==> src/rtl/phantom_clock.sv <==
`default_nettype none
// ============================================================================
// Module      : phantom_clock
// Description : DS1215-style phantom timekeeper gating TimeDisk's ROM/SRAM
//               select; unlocked by a 64-bit serial pattern on D[0].
// Revision    : 1.0 - initial release
// ============================================================================
module phantom_clock #(
    parameter int          TICK_DIV = 71591,
    parameter logic [63:0] PATTERN  = 64'h5CA33AC55CA33AC5
) (
    input  logic C7M,
    input  logic nRES,
    input  logic nCEI,
    input  logic nWE,
    input  logic DIN,
    output logic DOUT,
    output logic DOE,
    output logic RAMROMCSgb
);

    localparam int                 c_DIV_W    = (TICK_DIV > 1) ? $clog2(TICK_DIV) : 1;
    localparam logic [c_DIV_W-1:0] c_DIV_LAST = c_DIV_W'(TICK_DIV - 1);
    // 2000-01-01, Saturday (day 7), 00:00:00.00, oscillator running
    localparam logic [63:0]        c_POWER_UP = 64'h0001_0107_0000_0000;

    typedef enum logic [0:0] {
        ST_MATCH = 1'b0,
        ST_XFER  = 1'b1
    } state_t;

    state_t             r_state;
    state_t             w_state_nxt;
    logic [5:0]         r_cnt;
    logic [5:0]         w_cnt_nxt;
    logic [63:0]        r_shadow;
    logic [63:0]        w_shadow_nxt;
    logic               r_wr_seen;
    logic               w_wr_seen_nxt;
    logic [1:0]         r_ce_sync;
    logic               r_ces_d;
    logic               r_smp_we;
    logic               r_smp_din;
    logic [c_DIV_W-1:0] r_div;
    logic [63:0]        r_time = c_POWER_UP;
    logic               w_ces;
    logic               w_acc_end;
    logic               w_tick;
    logic               w_commit;

    function automatic logic [7:0] f_bcd_inc(input logic [7:0] v);
        if (v[3:0] >= 4'h9)
            return {v[7:4] + 4'd1, 4'h0};
        return {v[7:4], v[3:0] + 4'd1};
    endfunction

    function automatic logic [7:0] f_month_len(input logic [7:0] mon, input logic [7:0] yr);
        logic leap;
        // BCD year divisible by 4: even tens with units 0/4/8, odd tens with 2/6
        if (yr[4])
            leap = (yr[3:0] == 4'h2) || (yr[3:0] == 4'h6);
        else
            leap = (yr[3:0] == 4'h0) || (yr[3:0] == 4'h4) || (yr[3:0] == 4'h8);
        case (mon)
            8'h02:                      return leap ? 8'h29 : 8'h28;
            8'h04, 8'h06, 8'h09, 8'h11: return 8'h30;
            default:                    return 8'h31;
        endcase
    endfunction

    function automatic logic [63:0] f_tick(input logic [63:0] t);
        logic [63:0] n;
        logic [7:0]  v;
        logic        c;
        n = t;
        v = 8'h00;
        c = 1'b0;
        if (t[7:0] >= 8'h99) begin
            n[7:0] = 8'h00;
            c      = 1'b1;
        end else begin
            n[7:0] = f_bcd_inc(t[7:0]);
        end
        if (c) begin
            if (t[14:8] >= 7'h59) begin
                n[14:8] = 7'h00;
            end else begin
                v       = f_bcd_inc({1'b0, t[14:8]});
                n[14:8] = v[6:0];
                c       = 1'b0;
            end
        end
        if (c) begin
            if (t[23:16] >= 8'h59) begin
                n[23:16] = 8'h00;
            end else begin
                n[23:16] = f_bcd_inc(t[23:16]);
                c        = 1'b0;
            end
        end
        if (c) begin
            if (t[29:24] >= 6'h23) begin
                n[29:24] = 6'h00;
            end else begin
                v        = f_bcd_inc({2'b00, t[29:24]});
                n[29:24] = v[5:0];
                c        = 1'b0;
            end
        end
        if (c) begin
            n[34:32] = (t[34:32] >= 3'd7) ? 3'd1 : t[34:32] + 3'd1;
            if (t[47:40] >= f_month_len(t[55:48], t[63:56])) begin
                n[47:40] = 8'h01;
            end else begin
                n[47:40] = f_bcd_inc(t[47:40]);
                c        = 1'b0;
            end
        end
        if (c) begin
            if (t[55:48] >= 8'h12) begin
                n[55:48] = 8'h01;
            end else begin
                n[55:48] = f_bcd_inc(t[55:48]);
                c        = 1'b0;
            end
        end
        if (c)
            n[63:56] = (t[63:56] >= 8'h99) ? 8'h00 : f_bcd_inc(t[63:56]);
        return n;
    endfunction

    assign w_ces     = r_ce_sync[1];
    assign w_acc_end = w_ces & ~r_ces_d;
    assign w_tick    = (r_div == c_DIV_LAST);

    always_ff @(posedge C7M or negedge nRES) begin
        if (!nRES) begin
            r_ce_sync <= 2'b11;
            r_ces_d   <= 1'b1;
            r_smp_we  <= 1'b1;
            r_smp_din <= 1'b0;
            r_state   <= ST_MATCH;
            r_cnt     <= 6'd0;
            r_shadow  <= 64'd0;
            r_wr_seen <= 1'b0;
            r_div     <= '0;
        end else begin
            r_ce_sync <= {r_ce_sync[0], nCEI};
            r_ces_d   <= w_ces;
            if (!w_ces) begin
                r_smp_we  <= nWE;
                r_smp_din <= DIN;
            end
            r_state   <= w_state_nxt;
            r_cnt     <= w_cnt_nxt;
            r_shadow  <= w_shadow_nxt;
            r_wr_seen <= w_wr_seen_nxt;
            if (w_commit || w_tick)
                r_div <= '0;
            else
                r_div <= r_div + c_DIV_W'(1);
        end
    end

    // Every control update waits for the end of an access, so the memory
    // gating never changes while a chip select is in progress.
    always_comb begin
        w_state_nxt   = r_state;
        w_cnt_nxt     = r_cnt;
        w_shadow_nxt  = r_shadow;
        w_wr_seen_nxt = r_wr_seen;
        w_commit      = 1'b0;
        if (w_acc_end) begin
            case (r_state)
                ST_MATCH: begin
                    if (!r_smp_we && (r_smp_din == PATTERN[r_cnt])) begin
                        if (&r_cnt) begin
                            w_state_nxt  = ST_XFER;
                            w_cnt_nxt    = 6'd0;
                            w_shadow_nxt = r_time;
                        end else begin
                            w_cnt_nxt = r_cnt + 6'd1;
                        end
                    end else begin
                        w_cnt_nxt = 6'd0;
                    end
                end
                ST_XFER: begin
                    if (!r_smp_we) begin
                        w_shadow_nxt[r_cnt] = r_smp_din;
                        w_wr_seen_nxt       = 1'b1;
                    end
                    if (&r_cnt) begin
                        w_state_nxt   = ST_MATCH;
                        w_cnt_nxt     = 6'd0;
                        w_commit      = !r_smp_we && w_wr_seen_nxt;
                        w_wr_seen_nxt = 1'b0;
                    end else begin
                        w_cnt_nxt = r_cnt + 6'd1;
                    end
                end
                default: begin
                    w_state_nxt = ST_MATCH;
                    w_cnt_nxt   = 6'd0;
                end
            endcase
        end
    end

    // Live time survives nRES; a commit takes priority over a coincident tick.
    always_ff @(posedge C7M) begin
        if (w_commit)
            r_time <= w_shadow_nxt;
        else if (w_tick && !r_time[37])
            r_time <= f_tick(r_time);
    end

    assign RAMROMCSgb = !nCEI && (r_state != ST_XFER);
    assign DOE        = !nCEI && nWE && (r_state == ST_XFER);
    assign DOUT       = r_shadow[r_cnt];

endmodule
`default_nettype wire

==> config.mk <==
export PLATFORM = sky130hd
export DESIGN_NAME = phantom_clock
export DESIGN_NICKNAME = d
export VERILOG_FILES = /design/src/rtl/phantom_clock.sv
export SDC_FILE = /design/constraint.sdc
export NUM_CORES = 1
export LEC_CHECK = 0
export CELL_PAD_IN_SITES_DETAIL_PLACEMENT = 1
export CELL_PAD_IN_SITES_GLOBAL_PLACEMENT = 1
export CORE_MARGIN = 5
export CORE_UTILIZATION = 57
export CTS_BUF_LIST = sky130_fd_sc_hd__clkbuf_2 sky130_fd_sc_hd__clkbuf_4 sky130_fd_sc_hd__clkbuf_8
export CTS_CLUSTER_SIZE = 28
export DETAILED_ROUTE_END_ITERATION = 10
export DONT_BUFFER_PORTS = 1
export GPL_ROUTABILITY_DRIVEN = 0
export HOLD_SLACK_MARGIN = 0.02
export PLACE_DENSITY_LB_ADDON = 0.25
export SKIP_CTS_REPAIR_TIMING = 1
export SYNTH_ARGS = -nofsm -noshare
export SYNTH_HDL_FRONTEND = slang
export SYNTH_SLANG_ARGS = --single-unit
==> constraint.sdc <==
create_clock -name C7M -period 4.95 [get_ports C7M]
set_input_delay 0.495 -clock C7M [delete_from_list [all_inputs] [get_ports C7M]]
set_output_delay 0.495 -clock C7M [all_outputs]
set_load 0.01 [all_outputs]
======== After elaboration in Yosys (flattened, before gate mapping) ========
Memories as Yosys holds them, arrays and structs flattened.
Cells that the tools add are included.
word-level totals
  logic and storage cells ................. 240
  bits in registers ....................... 158
  memories kept ........................... 1
  bits in read-only memories .............. 64
  output and inout port bits .............. 3
  input bits .............................. 5
cells by class
  add/sub/neg operators ................... 17
  equality and inequality tests ........... 11
  bitwise gates (word level) .............. 3
  muxes and demuxes ....................... 122
  reductions and logical operators ........ 45
  order comparisons ....................... 17
memory list
  name              depth  bits a word  read ports  clocked after memory_dff  write ports  line  source
  (name not given)  64     1            1           0                         0            176   if (!r_smp_we && (r_smp_din == PATTERN[r_cnt])) begin
operator list
  cell                                                             count
  64-bit two-way mux                                               6
  8-bit two-way mux                                                22
  64-bit case mux with 2 select lines                              1
  1-bit two-way mux                                                74
  64-bit bitwise mux                                               1
  4-bit by 1-bit adder with 4-bit output, second input constant    12
  6-bit two-way mux                                                6
  4-bit >= comparator, second input constant                       7
  7-bit two-way mux                                                4
  3-bit nonzero test                                               7
  3-bit AND reduction                                              6
  17-bit by 1-bit adder with 17-bit output, second input constant  1
  17-bit == test, second input constant                            1
  17-bit two-way mux                                               1
  8-bit by 3-bit == test with 1-bit output, second input constant  2
  8-bit >= comparator, second input constant                       2
  2-bit AND reduction                                              8
  2-bit nonzero test                                               7
  6-bit case mux with 2 select lines                               1
  5-bit case mux with 2 select lines                               1
  4-bit by 3-bit == test with 1-bit output, second input constant  2
  8-bit by 2-bit == test with 1-bit output, second input constant  1
  8-bit by 4-bit == test with 1-bit output, second input constant  1
  8-bit by 5-bit == test with 1-bit output, second input constant  1
  other kinds (26)                                                 40

======== Depth between registers and ports, before layout ========
  word-level depth ........................ 41
  mapped depth ............................ 14
  depth with buffers taken out ............ 14

======== Worst setup path before layout ========
No wires, ideal clock.
  path type ............................... reg-to-reg
  start point ............................. register r_time[52]
  end point ............................... register r_time[44], enable pin
  clock period less this slack ............ 2.819 ns
  required time ........................... 4.690 ns
  arrival ................................. 2.559 ns
  stages on the path, launching flop included .. 14
  buffers on the path ..................... 0
  library setup time ...................... 0.260 ns
  setup slack ............................. 2.131 ns
  cells stage by stage .................... edfxtp_1 > ha_1 > mux2_2 > nand2_1 > o21ai_0 > and2_1 > a21oi_1 > ha_1 > inv_1 > o41ai_1 > a21oi_1 > nor4_4 > nor2b_1 > nor2_1
on the way
  longest elaborated chain between the ends .. 9
  elaborated cells between the ends (all ways) .. 13
  classes of those cells .................. order compare (1); eq/ne (5); mux (4); reduce/logical (3)
RTL lines
  element                                                                 line  source
  start, declared                                                         45    logic [63:0] r_time = c_POWER_UP;
  start signal, assigned                                                  213   r_time <= w_shadow_nxt;
  start signal, assigned                                                  215   r_time <= f_tick(r_time);
  8-bit by 3-bit == test with 1-bit output, or another cell as far along  64    case (mon)
  4-bit OR reduction                                                      64
  5-bit case mux with 2 select lines *                                    64
  8-bit two-way mux *                                                     110   if (c) begin
  8-bit two-way mux *                                                     214   else if (w_tick && !r_time[37])
  8-bit two-way mux *                                                     212   if (w_commit)
  8-bit >= comparator *                                                   112   if (t[47:40] >= f_month_len(t[55:48], t[63:56])) begin
  3-bit nonzero test (no line) *                                          --
  3-bit AND reduction (no line) *                                         --
Every way passes the cells marked *; elsewhere a longest branch is shown, timed or not. The select of a mux whose other input is x is not followed.
A chain may end at the register's enable or synchronous reset.

======== Final worst setup path ========
  start point ............................. register r_cnt[2]
  end point ............................... output port DOUT
on the way
  longest elaborated chain between the ends .. 2
RTL lines
  element                                    line  source
  start, declared                            34    logic [5:0] r_cnt;
  start signal, assigned                     155   r_cnt <= w_cnt_nxt;
  1-bit binary-select mux with 6-bit select  220   assign DOUT = r_shadow[r_cnt];
  1-bit two-way mux (implied by the code)    220
  end, declared                              17    output logic DOUT,
No other way between the ends. The select of a mux whose other input is x is not followed.

==> flow_summary_export.csv <==
group,metric,value,unit
logic_synthesis,synthTopCellsByCount,"106 x nor2_1, 89 x dfrtp_1, 82 x nand2_1, 64 x edfxtp_1, 51 x o21ai_0",
floorplan,core,18700,sq um
floorplan,row_count,50,
timing,final.min_clock_period,3.78,ns
placement,placed_cells,1269,
logic_synthesis,synth_seq_area_share,39.2,%
route,wire_per_inst,26.5,microns
floorplan,start_util,58.1,%
power,clockPowerShare,38.6,%
route,drtAntennaViolNets,0,
setup_path,cp.required,4.45,ns
placement,place_hpwl,22400,microns
finish,finalInstanceArea,11300,sq um
route,first_pass_iters,5,
finish,antenna_cells,0,
power,seq_power_share,51.8,%
logic_synthesis,ys_warn_count,0,
finish,finalNetCount,1109,
power,ir_drop,0.204,mV
timing,rsz0062_at_grt,"false",
clock_tree,cts_max_path_buffers,2,
clock_tree,h-tree-depth,4,
floorplan,die_y,148,microns
timing,clock.fmax,0.264,GHz
clock_tree,cts_tree,"yes",
route,routed_wl,34500,microns
floorplan,die_w,148,microns
logic_synthesis,async_flop_share,59.2,%
route,viasPerCell,7.15,
power,swShare,27.8,%
clock_tree,clkTransAtPathRegs,0.09,ns
timing,finClkSkew,0.0112,ns
logic_synthesis,syn_inst,1097,
timing,setup_viol,0,
outcome,status,"completed",
timing,slew_violations,0,
clock_tree,root_buffer,"clkbuf_8",
run,maxCapViolations,0,
setup_path,worstPathArrival,3.29,ns
setup_path,critPathKind,"reg -> out",
floorplan,io_pins,8,
route,drt_iter0_drc,842,
finish,final_core_util,60.6,%
global_routing,globalRouteOverflowTotal,0,
floorplan,dieArea,21900,sq um
finish,fin_cells,1304,
logic_synthesis,syn_nets,1149,
power,p_switching,0.000734,W
logic_synthesis,yosys_register_bits,157,
logic_synthesis,avgSynthCellArea,9.90,sq um
finish,drive_gt1_share,16.4,%
power,power,0.00264,W
setup_path,r2r_slack,1.54,ns
clock_tree,clock_latency,0.49,ns
setup_path,start_kind,"register",
route,drc,0,
logic_synthesis,yosysTopAreaCell,"dfrtp_1",
logic_synthesis,synth.most_common_cell,"nor2_1",
route,via_count,9327,
logic_synthesis,synth_ff_type,"dfrtp_1",
setup_path,reg2reg_depth,8,
hold_path,holdPathEnd,"r_smp_we",
timing,finalHoldViolations,0,
global_routing,antenna_found_initial,0,
finish,syn2layout_area_growth,4.38,%
setup_path,reg2reg_from,"r_cnt[0]",
clock_tree,cts.sinks,157,
placement,placed_area,10900,sq um
global_routing,grt_max_degree,94,
timing,tightest_slew,1.11,ns
setup_path,rr_endpoint,"r_shadow[16]",
timing,tns,0,ns
timing,fin_crit_sh,76.4,%
hold_path,hold_depth,1,
logic_synthesis,synth_top_cell_area_share,20.5,%
global_routing,grt_pass1_wl,54700,microns
global_routing,grt_pass1_vias,9791,
setup_path,setup.worst_path.end_class,"primary output",
power,power_density,233,nW/um^2
hold_path,hold_start,"nWE",
hold_path,hp-class,"in -> reg",
global_routing,grt_usage,31.7,%
logic_synthesis,synth_edf_count,64,
logic_synthesis,ys_types,80,
power,p_leak,4.18,nW
finish,fillerInstances,2052,
clock_tree,cts_buffers,17,
logic_synthesis,synth.area.top_cells,"dfrtp_1 21%, edfxtp_1 18%, a221oi_2 5.8%, ha_1 5.4%, o22ai_2 5.0%",
timing,slew_headroom,25.3,%
power,p_int,0.00191,W
placement,port_buffers,0,
power,combPwrFrac,9.6,%
setup_path,crit_fanout,28,
logic_synthesis,syn_area,10900,sq um
-- worst max-delay path, cell delays in order (launching register included) --
cell and delay [ns]:
dfrtp_2 0.75, buf_4 0.47, mux2_2 0.38, a22o_1 0.18, a21oi_1 0.13, o21ai_0 0.09, a221oi_1 0.46, nand3_1 0.32
-- cell families after synthesis --
| family | Yosys count | synth area share, % |
|---|---|---|
| flops | 157 | 39.2 |
| fa+ha+maj | 47 | 5.41 |
| simple gates | 327 | 14.8 |
| compound gates | 352 | 26.7 |
| xor+xnor | 35 | 2.82 |
| mux | 58 | 5.66 |
| buf+inv | 121 | 5.49 |
-- layout make-up --
cell class | count | area, sq um | area share, %
multi-input cells | 819 | 6040 | 53.3
flip-flops and latches | 157 | 4260 | 37.5
clock buffers | 20 | 275 | 2.43
repair buffers | 22 | 190 | 1.68
clock inverters | 12 | 133 | 1.17
inverters | 40 | 150 | 1.32
well taps | 234 | 293 | 2.58
-- registers in the layout, summed over array words and instances, names as in the netlist, 2 cells and up --
register   flops
r_div         17
r_ce_sync      2
r_cnt          6
r_shadow      64
r_time        64
-- power groups by stage --
stage | Sequential [W] | Clock (W) | Combinational (W)
final | 0.00137 | 0.00102 | 0.000252
after global routing | 0.00137 | 0.00109 | 0.000264
after CTS | 0.00137 | 0.00103 | 0.000224
after detailed placement | 0.00139 | 0 | 0.000222
after global placement | 0.00139 | 0 | 0.000216
after floorplan | 0.00139 | 0 | 0.000140
-- through the flow --
stage               worst slack, ns  hold WS, ns
detailed placement             1.68        0.205
global route                   1.00        0.134
finish                         1.17        0.163
global placement               1.72        0.203
floorplan                      2.13        0.199
CTS                            1.22       -0.319
-- cell usage in the layout, fill, tap and decap left out, types with 10 or more instances in the layout --
cell and count:
o22ai_1 50, inv_1 38, nand2_1 82, ha_1 47
dfrtp_1 87, edfxtp_1 64, xnor2_1 17, nor2_1 106
a221oi_2 42, buf_4 19, and3_1 10, o21ai_0 51
a21oi_1 47, xor2_1 18, o31ai_1 15, a22oi_1 31
o22ai_2 43, clkbuf_8 20, nor3_1 12, nand3_1 49
mux2i_1 49
-- worst max-delay path by stage --
| stage | from | endpoint | slack [ns] | cells after the start |
|---|---|---|---|---|
| CTS | r_cnt[2] | DOUT | 1.22 | 7 |
| detailed placement | r_cnt[0] | r_shadow[16] | 1.68 | 8 |
| global route | r_cnt[2] | DOUT | 1.00 | 7 |
| global placement | r_cnt[2] | DOUT | 1.72 | 7 |
| floorplan | r_time[52] | r_time[44] | 2.13 | 13 |
| finish | r_cnt[2] | DOUT | 1.17 | 7 |
-- per-layer routing --
| metal | track usage [%] | share of wire (%) |
|---|---|---|
| met4 | 12.1 | 3.1 |
| met2 | 52.6 | 49 |
| met5 | 0 | 0 |
| met1 | 40.7 | 41 |
| met3 | 6.81 | 6.8 |
(Power assumes the default switching activity.)
